==> src/rtl/rf68000_ring_node_q.sv <==
// rf68000 ring node with queued injection (TX FIFO) and extraction (RX FIFO),
// age-based removal of orphan packets and originator removal of broadcasts.
module rf68000_ring_node_q #(
    parameter int unsigned ID_W      = 6,
    parameter int unsigned AGE_W     = 6,
    parameter int unsigned PKT_W     = 96,
    parameter int unsigned TXQ_DEPTH = 4,
    parameter int unsigned RXQ_DEPTH = 4,
    parameter int unsigned MAX_AGE   = 62
) (
    input  logic                           clk_i,
    input  logic                           rst_ni,
    input  logic [ID_W-1:0]                id_i,
    input  logic [PKT_W-1:0]               ring_i,
    output logic [PKT_W-1:0]               ring_o,
    input  logic                           tx_valid_i,
    input  logic [PKT_W-1:0]               tx_pkt_i,
    output logic                           tx_ready_o,
    output logic                           rx_valid_o,
    output logic [PKT_W-1:0]               rx_pkt_o,
    input  logic                           rx_ready_i,
    output logic [$clog2(TXQ_DEPTH+1)-1:0] tx_level_o,
    output logic [$clog2(RXQ_DEPTH+1)-1:0] rx_level_o,
    output logic                           drop_o,
    output logic [15:0]                    drop_cnt_o
);

    localparam int unsigned TXLW   = $clog2(TXQ_DEPTH + 1);
    localparam int unsigned RXLW   = $clog2(RXQ_DEPTH + 1);
    localparam int unsigned TXPW   = $clog2(TXQ_DEPTH);
    localparam int unsigned RXPW   = $clog2(RXQ_DEPTH);
    localparam int unsigned SID_LO = ID_W;
    localparam int unsigned SID_HI = 2 * ID_W - 1;
    localparam int unsigned AGE_LO = 2 * ID_W;
    localparam int unsigned AGE_HI = 2 * ID_W + AGE_W - 1;

    logic [PKT_W-1:0] tx_mem_q [TXQ_DEPTH];
    logic [TXPW-1:0]  tx_wptr_q, tx_wptr_d, tx_rptr_q, tx_rptr_d;
    logic [TXLW-1:0]  tx_cnt_q, tx_cnt_d;

    logic [PKT_W-1:0] rx_mem_q [RXQ_DEPTH];
    logic [RXPW-1:0]  rx_wptr_q, rx_wptr_d, rx_rptr_q, rx_rptr_d;
    logic [RXLW-1:0]  rx_cnt_q, rx_cnt_d;

    logic [PKT_W-1:0] ring_q, ring_d;
    logic             drop_q, drop_d;
    logic [15:0]      drop_cnt_q, drop_cnt_d;

    logic [ID_W-1:0]  did, sid;
    logic [AGE_W-1:0] age;
    logic [PKT_W-1:0] fwd_pkt, pass_pkt, tx_head, inj_pkt;
    logic             tx_full, tx_empty, rx_full;
    logic             tx_push, tx_pop, rx_push, rx_pop, rx_space;
    logic             slot_free, drop_now;

    assign did = ring_i[ID_W-1:0];
    assign sid = ring_i[SID_HI:SID_LO];
    assign age = ring_i[AGE_HI:AGE_LO];

    assign tx_full  = (tx_cnt_q == TXLW'(TXQ_DEPTH));
    assign tx_empty = (tx_cnt_q == '0);
    assign rx_full  = (rx_cnt_q == RXLW'(RXQ_DEPTH));

    assign tx_ready_o = rst_ni && !tx_full;
    assign tx_push    = tx_valid_i && tx_ready_o;
    assign rx_valid_o = (rx_cnt_q != '0);
    assign rx_pkt_o   = rx_mem_q[rx_rptr_q];
    assign rx_pop     = rx_valid_o && rx_ready_i;
    assign rx_space   = !rx_full || rx_pop;
    assign tx_head    = tx_mem_q[tx_rptr_q];

    always_comb begin
        fwd_pkt = ring_i;
        fwd_pkt[AGE_HI:AGE_LO] = (age == '1) ? age : age + 1'b1;
        inj_pkt = tx_head;
        inj_pkt[SID_HI:SID_LO] = id_i;
        inj_pkt[AGE_HI:AGE_LO] = '0;
    end

    // Slot decision in priority order; removed/received slots leave as all-zero.
    always_comb begin
        slot_free = 1'b0;
        rx_push   = 1'b0;
        drop_now  = 1'b0;
        pass_pkt  = fwd_pkt;
        if (did == '0) begin
            slot_free = 1'b1;
            pass_pkt  = ring_i;
        end else if (age >= AGE_W'(MAX_AGE) && did != id_i) begin
            slot_free = 1'b1;
            drop_now  = 1'b1;
            pass_pkt  = '0;
        end else if (did == id_i) begin
            if (rx_space) begin
                rx_push   = 1'b1;
                slot_free = 1'b1;
                pass_pkt  = '0;
            end
        end else if (did == '1) begin
            if (sid == id_i) begin
                slot_free = 1'b1;
                pass_pkt  = '0;
            end else begin
                rx_push = rx_space;
            end
        end
    end

    // A did==0 TX head consumes the free slot without being injected.
    always_comb begin
        tx_pop = slot_free && !tx_empty;
        ring_d = pass_pkt;
        if (tx_pop && tx_head[ID_W-1:0] != '0) begin
            ring_d = inj_pkt;
        end
    end

    always_comb begin
        tx_wptr_d = tx_push ? tx_wptr_q + 1'b1 : tx_wptr_q;
        tx_rptr_d = tx_pop ? tx_rptr_q + 1'b1 : tx_rptr_q;
        unique case ({tx_push, tx_pop})
            2'b10:   tx_cnt_d = tx_cnt_q + 1'b1;
            2'b01:   tx_cnt_d = tx_cnt_q - 1'b1;
            default: tx_cnt_d = tx_cnt_q;
        endcase
        rx_wptr_d = rx_push ? rx_wptr_q + 1'b1 : rx_wptr_q;
        rx_rptr_d = rx_pop ? rx_rptr_q + 1'b1 : rx_rptr_q;
        unique case ({rx_push, rx_pop})
            2'b10:   rx_cnt_d = rx_cnt_q + 1'b1;
            2'b01:   rx_cnt_d = rx_cnt_q - 1'b1;
            default: rx_cnt_d = rx_cnt_q;
        endcase
        drop_d     = drop_now;
        drop_cnt_d = (drop_now && drop_cnt_q != 16'hFFFF) ? drop_cnt_q + 16'd1 : drop_cnt_q;
    end

    always_ff @(posedge clk_i) begin
        if (!rst_ni) begin
            tx_wptr_q  <= '0;
            tx_rptr_q  <= '0;
            tx_cnt_q   <= '0;
            rx_wptr_q  <= '0;
            rx_rptr_q  <= '0;
            rx_cnt_q   <= '0;
            ring_q     <= '0;
            drop_q     <= 1'b0;
            drop_cnt_q <= '0;
        end else begin
            tx_wptr_q  <= tx_wptr_d;
            tx_rptr_q  <= tx_rptr_d;
            tx_cnt_q   <= tx_cnt_d;
            rx_wptr_q  <= rx_wptr_d;
            rx_rptr_q  <= rx_rptr_d;
            rx_cnt_q   <= rx_cnt_d;
            ring_q     <= ring_d;
            drop_q     <= drop_d;
            drop_cnt_q <= drop_cnt_d;
        end
    end

    always_ff @(posedge clk_i) begin
        if (tx_push) begin
            tx_mem_q[tx_wptr_q] <= tx_pkt_i;
        end
        if (rst_ni && rx_push) begin
            rx_mem_q[rx_wptr_q] <= ring_i;
        end
    end

    assign ring_o     = ring_q;
    assign drop_o     = drop_q;
    assign drop_cnt_o = drop_cnt_q;
    assign tx_level_o = tx_cnt_q;
    assign rx_level_o = rx_cnt_q;

endmodule

==> config.mk <==
export PLATFORM = sky130hd
export DESIGN_NAME = rf68000_ring_node_q
export DESIGN_NICKNAME = d
export VERILOG_FILES = /design/src/rtl/rf68000_ring_node_q.sv
export SDC_FILE = /design/constraint.sdc
export NUM_CORES = 1
export LEC_CHECK = 0
export ABC_AREA = 0
export ABC_CLOCK_PERIOD_IN_PS = 6900
export CAP_MARGIN = 10
export CORE_MARGIN = 5
export CORE_UTILIZATION = 30
export CTS_CLUSTER_SIZE = 25
export DETAILED_ROUTE_END_ITERATION = 6
export GPL_ROUTABILITY_DRIVEN = 0
export PLACE_DENSITY_LB_ADDON = 0.08
export SLEW_MARGIN = 20
export SYNTH_ARGS = -nofsm -noshare
export SYNTH_HDL_FRONTEND = slang
export SYNTH_SLANG_ARGS = --single-unit
==> constraint.sdc <==
create_clock -name clk_i -period 6.9 [get_ports clk_i]
set_clock_uncertainty 0.1 [all_clocks]
set_input_delay 2.07 -clock clk_i [delete_from_list [all_inputs] [get_ports clk_i]]
set_output_delay 2.07 -clock clk_i [all_outputs]
set_load 0.05 [all_outputs]
=== Yosys cells after proc, flatten, opt, wreduce, memory -nomap -nowiden ===
Memories as Yosys holds them, arrays and structs flattened. A register that Yosys moved wholly into a read port is not among the register bits.
Index checks and enable logic that the tools add are counted.

* Register bits: 127
* Bits in writable memories: 768
* Input port bits: 202
* Output and inout port bits: 217
* Word-level logic and storage cells: 86
* Memories: 2

{| class="wikitable"
|+ Memories
! memory !! words !! width !! read ports !! clocked after Yosys merged registers in !! wr ports !! line !! text
|-
| rx_mem_q || 4 || 96 || 1 || 1 || 1 || 41 || <nowiki>logic [PKT_W-1:0] rx_mem_q [RXQ_DEPTH];</nowiki>
|-
| tx_mem_q || 4 || 96 || 1 || 1 || 1 || 37 || <nowiki>logic [PKT_W-1:0] tx_mem_q [TXQ_DEPTH];</nowiki>
|}

* Add/sub/neg operators: 10
* Magnitude comparators: 1
* Equal/unequal tests: 12
* Muxes and demuxes: 31
* Bitwise gates (word level): 1
* Reductions and logical operators: 19

{| class="wikitable"
|+ Operator list
! operator !! number
|-
| $mux 96 || 7
|-
| $mux 1 || 17
|-
| $add 16x1->16 const B || 1
|-
| $ne 16x16->1 const B || 1
|-
| $eq 6x6->1 || 2
|-
| $eq 6x6->1 const B || 2
|-
| $pmux 3 s2 || 2
|-
| $add 2x1->2 const B || 4
|-
| $logic_and 1x1->1 || 8
|-
| $mux 2 || 4
|-
| $add 3x1->3 const B || 2
|-
| $add 6x1->6 const B || 1
|-
| $eq 3x3->1 const B || 2
|-
| $ge 6x6->1 const B || 1
|-
| $logic_not 6->1 || 1
|-
| $mux 6 || 1
|-
| $ne 6x6->1 || 1
|-
| $reduce_bool 6->1 || 1
|-
| $sub 3x1->3 const B || 2
|-
| $eq 2x1->1 const B || 2
|-
| $eq 2x2->1 const B || 2
|-
| $reduce_bool 2->1 || 2
|-
| $logic_not 1->1 || 3
|-
| $logic_not 3->1 || 1
|-
| 4 further kinds || 4
|}

=== Logic depth before layout (Yosys ltp) ===
* Depth after elaboration: 11
* Gate-level depth with buffers: 13
* Mapped depth without buffers: 13

=== Worst setup path before layout ===
Ideal clock, no wire load.

* Path kind: input to register
* Start: in ring_i[12]
* End: mem rx_mem_q[0][0], enable pin
* Data arrival time: 5.234 ns
* Required time: 6.334 ns
* Slack: 1.100 ns
* Stages: 7
* Cells stage by stage: inv_1 ha_1 o21ai_0 nor2_1 a211oi_1 o21a_1 and3_1

* Longest elaborated chain between the ends: 7

{| class="wikitable"
|+ RTL lines
! what !! line !! text
|-
| start, declared || 14 || <nowiki>input logic [PKT_W-1:0] ring_i,</nowiki>
|-
| $ge 6x6->1 || 89 || <nowiki>end else if (age >= AGE_W'(MAX_AGE) && did != id_i) begin</nowiki>
|-
| $logic_and 1x1->1 || 89 ||
|-
| $mux 1 || 89 ||
|-
| $mux 1 || 86 || <nowiki>if (did == '0) begin</nowiki>
|-
| $logic_and 1x1->1 || 165 || <nowiki>if (rst_ni && rx_push) begin</nowiki>
|-
| $mux 1 || 165 ||
|-
| $mux 1 (not written as such) || 166 || <nowiki>rx_mem_q[rx_wptr_q] <= ring_i;</nowiki>
|-
| end, declared || 41 ||
|}

Every way passes these cells.

==> results.ini <==
[synthesis]
yosysWarningCount=0
synthesis.area_um2=32000
ys_seq_area_frac=0.758
post_synth_edffs=720
yosys_most_used_dff=sky130_fd_sc_hd__edfxtp_1
synthDistinctLibCells=54
ys_seq_elements=851
postSynth.asyncResetShare=0
syn_area_per_cell_um2=19.8
mappedNetlistNets=1832
count_of_mapped_cells_out_of_synthesis=1615

[global_route]
grt_pass1_wl_um=127000
via_count_of_the_first_global_routing_pass=17863
global_route.overflow_total=0
antenna_found_initial=14
grt_max_degree=59
grt_util_all_layers=0.155

[clock_tree]
clockBufferDepth=3
ctsRootBufferMaster=sky130_fd_sc_hd__clkbuf_16
cts_inserted_buffers=97
clk-insertion-delay-late_ns=0.65
cts-hold-fix-buffers=0
cts-htree-levels=3
clkTransAtPathRegs_ns=0.05
post_cts_resized=0
post_cts_buffers=0
cts_tree=built
clock_sink_count=851

[detailed_routing]
number_of_vias_in_the_routed_layout=16592
drt-initial-drc-count=858
detail_route.vias_per_cell=4.68
wl_per_cell_um=25.1
wl_um=89000
firstDrtPassIters=5
post-route-drc-count=0
drt.antenna.violating_nets=0

[timing]
timing.max_slew.rel_slack=0.315
finalCritPeriodShare=0.790
timing.final.setup_violations=0
final-hold-violation-count=0
timing.hold.ws_ns=0.375
rsz0062_at_grt=no
finalWorstPathRequiredPeriod_ns=5.45
finalSetupTns_ns=0
slew_violations=0
maximum_frequency_from_static_timing_analysis_mhz=184
tightestPinTransition_ns=1.03

[worst_setup_path]
slowest_stage_cell_on_the_critical_path=sky130_fd_sc_hd__clkdlybuf4s50_1
critical-path-max-stage-delay_ns=0.93
arrival_ns=3.28
cp_data_required_time_ns=4.73
endpoint_kind=output pin
path_cells=buf_4 > mux4_2 > clkdlybuf4s50_1
timing.reg2reg.worst_path_depth=7
cp_endpoint=rx_pkt_o[48]
critical_path.reg2reg.endpoint=ring_o[52]
cp-start-kind=flop
worstPathBufferInverterCount=2
worstSetupPathDepth=3
setup.reg_to_reg.worst_slack_ns=2.79
setup.worst_path.class=flop to output pin
critical_path.top_delay_family=buffers and inverters
crit_path_max_fanout=40

[power_and_ir_drop]
power_switching_share=0.223
power.ir.vdd_worst_v=0.000188
leak_pwr_nw=13.6
pwr_dens_nw_per_um2=287
clockPowerShare=0.440
internal_power_consumption_w=0.00916
p_comb_frac=0.076
power_switching_w=0.00263
pwr-share-seq=0.485

[layout]
fill_cells=9569
layout_commonest_cell=sky130_fd_sc_hd__edfxtp_1
share_of_post_route_cells_with_drive_strength_above_1=0.177
area_added_between_synthesis_and_finish_pct=28.2
num-nets-final=2283
most-common-layout-cells=sky130_fd_sc_hd__edfxtp_1, sky130_fd_sc_hd__clkdlybuf4s50_1, sky130_fd_sc_hd__mux4_2

[floorplan]
chipHeight_um=337
die_width_um=337
coreArea_um2=106000
initial_core_util=0.303
floorplan.die_area_um2=113000
rows=119
pin_count=419

[placed_design]
numPortBuffers=406
dp.final_hpwl_um=56300

[worst_hold_path]
min_path_type=flop to flop

[outcome]
result_of_the_run=finished, final reports clean

[job]
total_of_max_cap_violations=0

## Yosys cell counts (13+ instances only)
cell,number,area [um^2]
sky130_fd_sc_hd__edfxtp_1,720,21600
sky130_fd_sc_hd__nand2_1,113,424
sky130_fd_sc_hd__and3_1,16,100
sky130_fd_sc_hd__nor2_1,35,131
sky130_fd_sc_hd__mux2i_1,94,941
sky130_fd_sc_hd__dfxtp_1,131,2620
sky130_fd_sc_hd__ha_1,13,163
sky130_fd_sc_hd__clkbuf_1,46,173
sky130_fd_sc_hd__buf_2,18,90.1
sky130_fd_sc_hd__xnor2_1,16,140
sky130_fd_sc_hd__mux4_2,179,4030
sky130_fd_sc_hd__nand3_1,96,480
sky130_fd_sc_hd__inv_1,15,56.3
## cell families after synthesis
group | after synthesis | share of synthesized area
DFF | 851 | 0.758
buffers and inverters | 103 | 0.0176
AOI/OAI and AO/OA | 45 | 0.0102
muxes | 274 | 0.156
xor gates and xnor gates | 27 | 0.00739
and+or+nand+nor | 300 | 0.0448
adders and majority gates | 15 | 0.00633
## worst min path at each step
stage	startpoint	endpoint	depth (start not counted)
floorplan	tx_rptr_q[1]	flop	2
global placement	tx_rptr_q[1]	flop	2
detailed placement	tx_rptr_q[1]	flop	2
CTS	tx_rptr_q[1]	flop	2
global route	tx_rptr_q[1]	flop	2
finish	tx_rptr_q[1]	flop	2
## power groups by stage
stage | combinational (W) | sequential (W) | clock, W
final | 0.000894 | 0.00572 | 0.00518
after global routing | 0.000950 | 0.00572 | 0.00555
after CTS | 0.000916 | 0.00572 | 0.00536
after detailed placement | 0.000913 | 0.00583 | 0
after global placement | 0.000907 | 0.00582 | 0
after floorplan | 0.000356 | 0.00595 | 0
## metrics by stage
stage	cells	setup slack, ns	power (W)	area, um^2	util
after floorplan	1615	1.10	0.00631	32000	-
after global placement	3358	1.20	0.00673	37800	0.358
after detailed placement	3358	1.25	0.00674	37800	0.358
after CTS	3541	1.30	0.0120	41000	0.389
after global routing	3541	1.24	0.0122	41000	0.389
final	3546	1.45	0.0118	41000	0.389
## final cells by class
type / count / area (um^2) / share of cell area
repair buffers: 440 / 4470 / 0.109
multi-input cells: 661 / 7260 / 0.177
diodes: 5 / 12.5 / 0.000305
well taps: 1391 / 1740 / 0.0424
clock inverters: 47 / 495 / 0.0121
inverters: 15 / 56.3 / 0.00137
flip-flops and latches: 851 / 24300 / 0.591
clock buffers: 136 / 2740 / 0.0668
## state kept, by name, indices dropped and copies added, names as in the netlist, named ones only
name,count
rx_mem_q,384
tx_mem_q,336
ring_o,96
drop_cnt_o,16
rx_level_o,3
tx_level_o,3
rx_rptr_q,2
rx_wptr_q,2
tx_rptr_q,2
tx_wptr_q,2
drop_o,1
## layer usage
metal  up-vias  track usage  part of all wire
li1       7392            -                 -
met1      8631        0.208              0.44
met2       411        0.254              0.48
met3       144       0.0384             0.057
met4        14       0.0390             0.023
met5         -            0            0.0011
## worst reg2reg max path: stages, from the launching register on
cell	delay (ns)
sky130_fd_sc_hd__dfxtp_4	0.73
sky130_fd_sc_hd__buf_4	0.62
sky130_fd_sc_hd__mux4_2	0.69
sky130_fd_sc_hd__nor4_1	0.28
sky130_fd_sc_hd__a21oi_1	0.24
sky130_fd_sc_hd__nand2_8	0.52
sky130_fd_sc_hd__buf_4	0.58
sky130_fd_sc_hd__mux2i_1	0.27
Note: power is estimated with default switching activity, not from simulation.
